### src/rtl/charram_dram_ctrl.sv
// Character-RAM DRAM controller: arbitrates a pulsed video fetch port and a
// level-request CPU port onto one multiplexed-address DRAM, one access per slot.
module charram_dram_ctrl #(
    parameter int ACC_CYCLES = 2,
    parameter int PRE_CYCLES = 1
) (
    input  logic        i_MCLK,
    input  logic        i_RST,
    input  logic        i_VID_REQ,
    input  logic [13:0] i_VID_ADDR,
    output logic [3:0]  o_VID_DATA,
    output logic        o_VID_VALID,
    output logic        o_VID_OVR,
    input  logic        i_CPU_REQ,
    input  logic        i_CPU_WR,
    input  logic [13:0] i_CPU_ADDR,
    input  logic [3:0]  i_CPU_DIN,
    output logic [3:0]  o_CPU_DOUT,
    output logic        o_CPU_ACK,
    output logic [7:0]  o_DRAM_ADDR,
    output logic [3:0]  o_DRAM_DIN,
    input  logic [3:0]  i_DRAM_DOUT,
    output logic        o_RAS_n,
    output logic        o_CAS_n,
    output logic        o_WR_n,
    output logic        o_RD_n,
    output logic        o_BUSY
);

    typedef enum logic [2:0] {IDLE, ROW, COL, ACC, DONE, PRE} state_t;

    localparam logic [1:0] ACC_LAST = 2'(ACC_CYCLES - 1);
    localparam logic [1:0] PRE_LAST = 2'(PRE_CYCLES - 1);

    state_t      state, nstate;
    logic [1:0]  cnt;

    // single-entry video pending slot
    logic        vid_pend;
    logic [13:0] vid_paddr;

    // CPU must drop its request between accesses; cpu_lost drives alternation
    logic        cpu_rearm;
    logic        cpu_lost;

    // access latched at grant
    logic        cur_cpu;
    logic        cur_wr;
    logic [13:0] cur_addr;
    logic [3:0]  cur_din;

    logic        vid_elig, cpu_elig, grant, grant_cpu;
    logic [13:0] gaddr;

    // Next-state and arbitration; grants only happen out of IDLE
    always_comb begin
        vid_elig  = vid_pend;
        cpu_elig  = i_CPU_REQ & cpu_rearm;
        grant     = 1'b0;
        grant_cpu = 1'b0;
        nstate    = state;
        case (state)
            IDLE: if (vid_elig || cpu_elig) begin
                grant     = 1'b1;
                grant_cpu = cpu_elig && (!vid_elig || cpu_lost);
                nstate    = ROW;
            end
            ROW:  nstate = COL;
            COL:  nstate = ACC;
            ACC:  if (cnt == ACC_LAST) nstate = DONE;
            DONE: nstate = PRE;
            PRE:  if (cnt == PRE_LAST) nstate = IDLE;
            default: nstate = IDLE;
        endcase
        gaddr = grant_cpu ? i_CPU_ADDR : vid_paddr;
    end

    // State register plus dwell counter for the multi-cycle ACC/PRE states
    always_ff @(posedge i_MCLK or posedge i_RST) begin
        if (i_RST) begin
            state <= IDLE;
            cnt   <= 2'd0;
        end else begin
            state <= nstate;
            cnt   <= (nstate == state) ? cnt + 2'd1 : 2'd0;
        end
    end

    // Latch the winning request so later input changes cannot disturb the access
    always_ff @(posedge i_MCLK or posedge i_RST) begin
        if (i_RST) begin
            cur_cpu  <= 1'b0;
            cur_wr   <= 1'b0;
            cur_addr <= 14'd0;
            cur_din  <= 4'd0;
        end else if (grant) begin
            cur_cpu  <= grant_cpu;
            cur_wr   <= grant_cpu & i_CPU_WR;
            cur_addr <= gaddr;
            cur_din  <= i_CPU_DIN;
        end
    end

    // Video slot: a pulse fills it; a pulse arriving while it is already full
    // and not being granted this cycle overwrites the address and flags overrun
    always_ff @(posedge i_MCLK or posedge i_RST) begin
        if (i_RST) begin
            vid_pend  <= 1'b0;
            vid_paddr <= 14'd0;
            o_VID_OVR <= 1'b0;
        end else begin
            o_VID_OVR <= i_VID_REQ && vid_pend && !(grant && !grant_cpu);
            if (grant && !grant_cpu) vid_pend <= 1'b0;
            if (i_VID_REQ) begin
                vid_pend  <= 1'b1;
                vid_paddr <= i_VID_ADDR;
            end
        end
    end

    // CPU re-arm and contested-arbitration history
    always_ff @(posedge i_MCLK or posedge i_RST) begin
        if (i_RST) begin
            cpu_rearm <= 1'b1;
            cpu_lost  <= 1'b0;
        end else begin
            if (!i_CPU_REQ)     cpu_rearm <= 1'b1;
            else if (o_CPU_ACK) cpu_rearm <= 1'b0;
            if (grant && vid_elig && cpu_elig) cpu_lost <= !grant_cpu;
        end
    end

    // Registered DRAM strobes/address and completion strobes, driven from nstate
    // so every output lines up with the state it belongs to
    always_ff @(posedge i_MCLK or posedge i_RST) begin
        if (i_RST) begin
            o_RAS_n     <= 1'b1;
            o_CAS_n     <= 1'b1;
            o_WR_n      <= 1'b1;
            o_RD_n      <= 1'b1;
            o_DRAM_ADDR <= 8'd0;
            o_DRAM_DIN  <= 4'd0;
            o_VID_DATA  <= 4'd0;
            o_CPU_DOUT  <= 4'd0;
            o_VID_VALID <= 1'b0;
            o_CPU_ACK   <= 1'b0;
            o_BUSY      <= 1'b0;
        end else begin
            o_VID_VALID <= 1'b0;
            o_CPU_ACK   <= 1'b0;
            o_BUSY      <= (nstate != IDLE);
            case (nstate)
                ROW: begin
                    o_DRAM_ADDR <= gaddr[7:0];
                    o_RAS_n     <= 1'b0;
                    o_CAS_n     <= 1'b1;
                    o_WR_n      <= 1'b1;
                    o_RD_n      <= 1'b1;
                end
                COL: begin
                    o_DRAM_ADDR <= {1'b0, cur_addr[13:8], 1'b0};
                    o_RAS_n     <= 1'b0;
                    o_CAS_n     <= 1'b0;
                end
                ACC: begin
                    o_RAS_n <= 1'b0;
                    o_CAS_n <= 1'b0;
                    o_RD_n  <= cur_wr;
                    o_WR_n  <= !cur_wr;
                    if (cur_wr) o_DRAM_DIN <= cur_din;
                end
                DONE: begin
                    o_RAS_n <= 1'b0;
                    o_CAS_n <= 1'b0;
                    o_RD_n  <= 1'b1;
                    o_WR_n  <= 1'b1;
                    if (cur_cpu) begin
                        o_CPU_ACK <= 1'b1;
                        if (!cur_wr) o_CPU_DOUT <= i_DRAM_DOUT;
                    end else begin
                        o_VID_VALID <= 1'b1;
                        o_VID_DATA  <= i_DRAM_DOUT;
                    end
                end
                default: begin
                    o_RAS_n <= 1'b1;
                    o_CAS_n <= 1'b1;
                    o_WR_n  <= 1'b1;
                    o_RD_n  <= 1'b1;
                end
            endcase
        end
    end

endmodule

### config.mk
export PLATFORM = sky130hd
export DESIGN_NAME = charram_dram_ctrl
export DESIGN_NICKNAME = d
export VERILOG_FILES = /design/src/rtl/charram_dram_ctrl.sv
export SDC_FILE = /design/constraint.sdc
export NUM_CORES = 1
export LEC_CHECK = 0
export BUFFER_PORTS_ARGS = -buffer_cell sky130_fd_sc_hd__buf_2
export CAP_MARGIN = 5
export CORE_MARGIN = 10
export CORE_UTILIZATION = 45
export CTS_CLUSTER_DIAMETER = 200
export DETAILED_ROUTE_END_ITERATION = 6
export GPL_TIMING_DRIVEN = 0
export MAX_ROUTING_LAYER = met4
export PLACE_DENSITY_LB_ADDON = 0.2
export SYNTH_ARGS = -nofsm -noshare
export SYNTH_HDL_FRONTEND = slang
export SYNTH_SLANG_ARGS = --single-unit
### constraint.sdc
create_clock -name i_MCLK -period 2.7 [get_ports i_MCLK]
set_input_delay 0.27 -clock i_MCLK [delete_from_list [all_inputs] [get_ports i_MCLK]]
set_output_delay 0.27 -clock i_MCLK [all_outputs]
set_load 0.02 [all_outputs]
==> out/qor.txt <==
Status = finished clean
Switching Fraction = 0.3663
CP Data Arrival Time = 2.11 ns
Setup ws final = 0.8034 ns
Area growth, synth to finish = 24.59%
Largest net degree at the start of global routing = 40
Power per cell area = 1130 nW/µm²
Clk Latency, worst-skew pair = 0.33 ns
R2R cell count = 5
Detailed Route Iter0 Violations = 68
Syn nets = 246
Flop pwr share = 0.407
Setup slack, reg-to-reg = 0.80 ns
DRT Pass-1 Iters = 4
Drt drc = 0
Hold slack final = 0.1129 ns
Design Area, Final = 3214 µm²
Clock period minus worst slack = 1.897 ns
Highest Clock Rate = 527.3 MHz
H-tree levels = 3
Congestion Overflow GR = 0
Core area = 5540 µm²
Post-Syn Instances = 203
Share of power burned in combinational logic = 0.387
Crit start category = flip-flop
MaxCap Viol Count = 0
Slowest-stage cell, CP = nor3_1
Vias in the first global route = 2036
Place WS = 0.8247 ns
Syn. warnings = 0
Period utilisation layout = 0.7024
Slew HR = 0.4293
Critical Path Sink Type = flip-flop
Clk root buf = clkbuf_8
Final #Nets = 325
TNS Setup = 0 ns
Slowest cell delay on critical path = 0.51 ns
Row cnt = 27
Die Y-Extent = 95.72 µm
Peak supply drop = 602.1 µV
First-pass GRT wire length = 9.708 mm
Slew @ Worst Pin = 0.8548 ns
Placed cells = 343
WL/cell = 16.35 µm
Synth cell types = 37
Total wire length = 5.871 mm
Max Clock Skew = 0.005749 ns
Worst Hold Class = in -> async
Final hold viol count = 0
Crit-path cells = inv_1 > ha_1 > nand4b_1 > nor3_1 > mux2_2
Final Power = 3.631 mW
CTS tree = yes
LEAKAGE = 1.574 nW
Placer Congestion = 0.7579
Full die area = 9162 µm²
Max Fanout on Critical Path = 5
Seq/Total Area, Yosys = 0.6038
Clk buf depth = 2
Inserted Clock Buffers = 9
Initial Utilization = 0.4657
Clk sinks = 62
Mapped Area = 2580 µm²
DRT antenna net count = 0
Final setup fails = 0
Setup Buffers After CTS = 0
Avg Cell Area, Syn = 12.71 µm²
Slew Limit Fails = 0
CTS resizes = 0
Post-Layout Cell Count = 359
# IOs = 69
DIE WIDTH = 95.72 µm
Placed Area = 3033 µm²
Pint = 2.301 mW
Switching power = 1.330 mW
All-Layer GR Usage = 0.1425
Vias/cell = 5.067
Vias = 1819
Yosys reg bits = 62
Initial antenna violation count = 0
Req. time, crit path = 2.92 ns
Number of inserted diodes = 0
Layout Utilization = 0.5802
Clk slew on worst S/H paths = 0.07 ns
Worst setup path class = reg -> reg
CTS Hold Bufs = 0
Share of cells above drive strength 1 = 0.4251
RSZ-0062 raised after global routing = false
Buffers on Ports = 67
Clock share of power = 0.206
Dpl hpwl = 4.398 mm
-- registers in the layout (all words and copies together) (netlist names), 2 cells and up --
register / cells
state: 3
vid_paddr: 14
cur_addr: 6
cur_din: 4
o_DRAM_DIN: 4
o_DRAM_ADDR: 8
o_CPU_DOUT: 4
o_VID_DATA: 4
cnt: 2
-- power by group through the flow --
stage,registers (mW),logic [mW],clock network [mW]
2_1_floorplan,1.68,0.803,0
3_3_place_gp,1.48,1.39,0
3_5_place_dp,1.49,1.43,0
4_1_cts,1.48,1.43,0.771
5_1_grt,1.52,1.57,0.816
6_report,1.48,1.41,0.747
-- Yosys cell counts --
cell type  count  share of area
a211oi_4       1         0.0078
o21a_1         2         0.0058
xnor2_1        1         0.0034
o21bai_1       1         0.0029
a21o_1         7          0.020
nor3_1         2         0.0039
nand2b_1       1         0.0024
nand3_1        3         0.0058
and2_1         4         0.0097
a21oi_2        1         0.0034
nor2_1         5         0.0073
a22o_1         7          0.024
nor2_2         1         0.0024
dfstp_2        5          0.051
buf_2          2         0.0039
nor3b_1        1         0.0029
xor2_1         1         0.0034
o32ai_1        1         0.0034
o21ai_2        1         0.0034
or3_4          1         0.0044
nand2_1       20          0.029
a31oi_1        1         0.0024
o31ai_1        1         0.0029
nor3_2         1         0.0039
a22oi_1        6          0.017
buf_6          1         0.0044
a21oi_1        2         0.0039
mux2i_1        9          0.035
mux2_2        26           0.11
nand4b_1       2         0.0068
nor2b_1        1         0.0024
o22ai_1        1         0.0024
dfrtp_1       57           0.55
clkbuf_1       5         0.0073
inv_1          8          0.012
o21ai_0       12          0.023
ha_1           2         0.0097
-- cell families after synthesis --
kind of cell	after synthesis	share of synthesized area
buf+inv	16	0.02716
mux	35	0.1484
xor+xnor	2	0.006791
compound gates	44	0.1232
simple gates	42	0.08099
fa+ha+maj	2	0.009698
flops	62	0.6038
-- worst max-delay path, delay by kind of cell (launching register included) --
family	cells	cell delay (ns)
simple gates	2	0.71
buf+inv	1	0.08
flops	1	0.36
fa+ha+maj	1	0.24
mux	1	0.40
-- cell type report --
| type | count | area [µm²] |
|---|---|---|
| Buffer | 8 | 40.04 |
| Clock buffer | 15 | 176.4 |
| Clock inverter | 1 | 5.005 |
| Fill cell | 482 | 2326 |
| Inverter | 8 | 30.03 |
| Multi-Input combinational cell | 125 | 952.2 |
| Sequential cell | 62 | 1558 |
| Tap cell | 72 | 90.09 |
| Timing Repair Buffer | 68 | 362.8 |
-- metal layers --
| layer | routed length [µm] | part of all wire | global-route usage | vias up |
|---|---|---|---|---|
| li1 | - | - | - | 874 |
| met3 | 317 | 0.054 | 0.03268 | 8 |
| met4 | 85 | 0.014 | 0.07248 | 0 |
| met2 | 2813 | 0.48 | 0.2111 | 54 |
| met5 | 0 | 0 | - | - |
| met1 | 2655 | 0.45 | 0.1793 | 883 |
-- placed cells by master (no fill, tap or decap), types with 3 or more instances in the layout --
cell,synthesis,final
a22oi_1,6,6
clkbuf_8,0,12
a21o_1,7,7
dfstp_2,5,5
dfrtp_1,57,57
inv_1,8,7
and2_1,4,4
mux2_2,26,26
nand2_1,20,20
clkbuf_1,5,8
nor2_1,5,5
mux2i_1,9,9
nand3_1,3,3
a22o_1,7,7
o21ai_0,12,12
buf_2,2,69
-- worst paths after layout --
check	startpoint	endpoint
setup / recovery	cnt[1]	o_CPU_DOUT[0]
hold / removal	i_RST	vid_paddr[9]
setup reg to reg	cnt[1]	o_CPU_DOUT[0]
hold reg to reg	o_CPU_ACK	cpu_rearm
max in group asynchronous	i_RST	o_RAS_n
min in group i_MCLK	i_CPU_REQ	cpu_rearm
No activity file was read; power rests on OpenSTA's default activity.
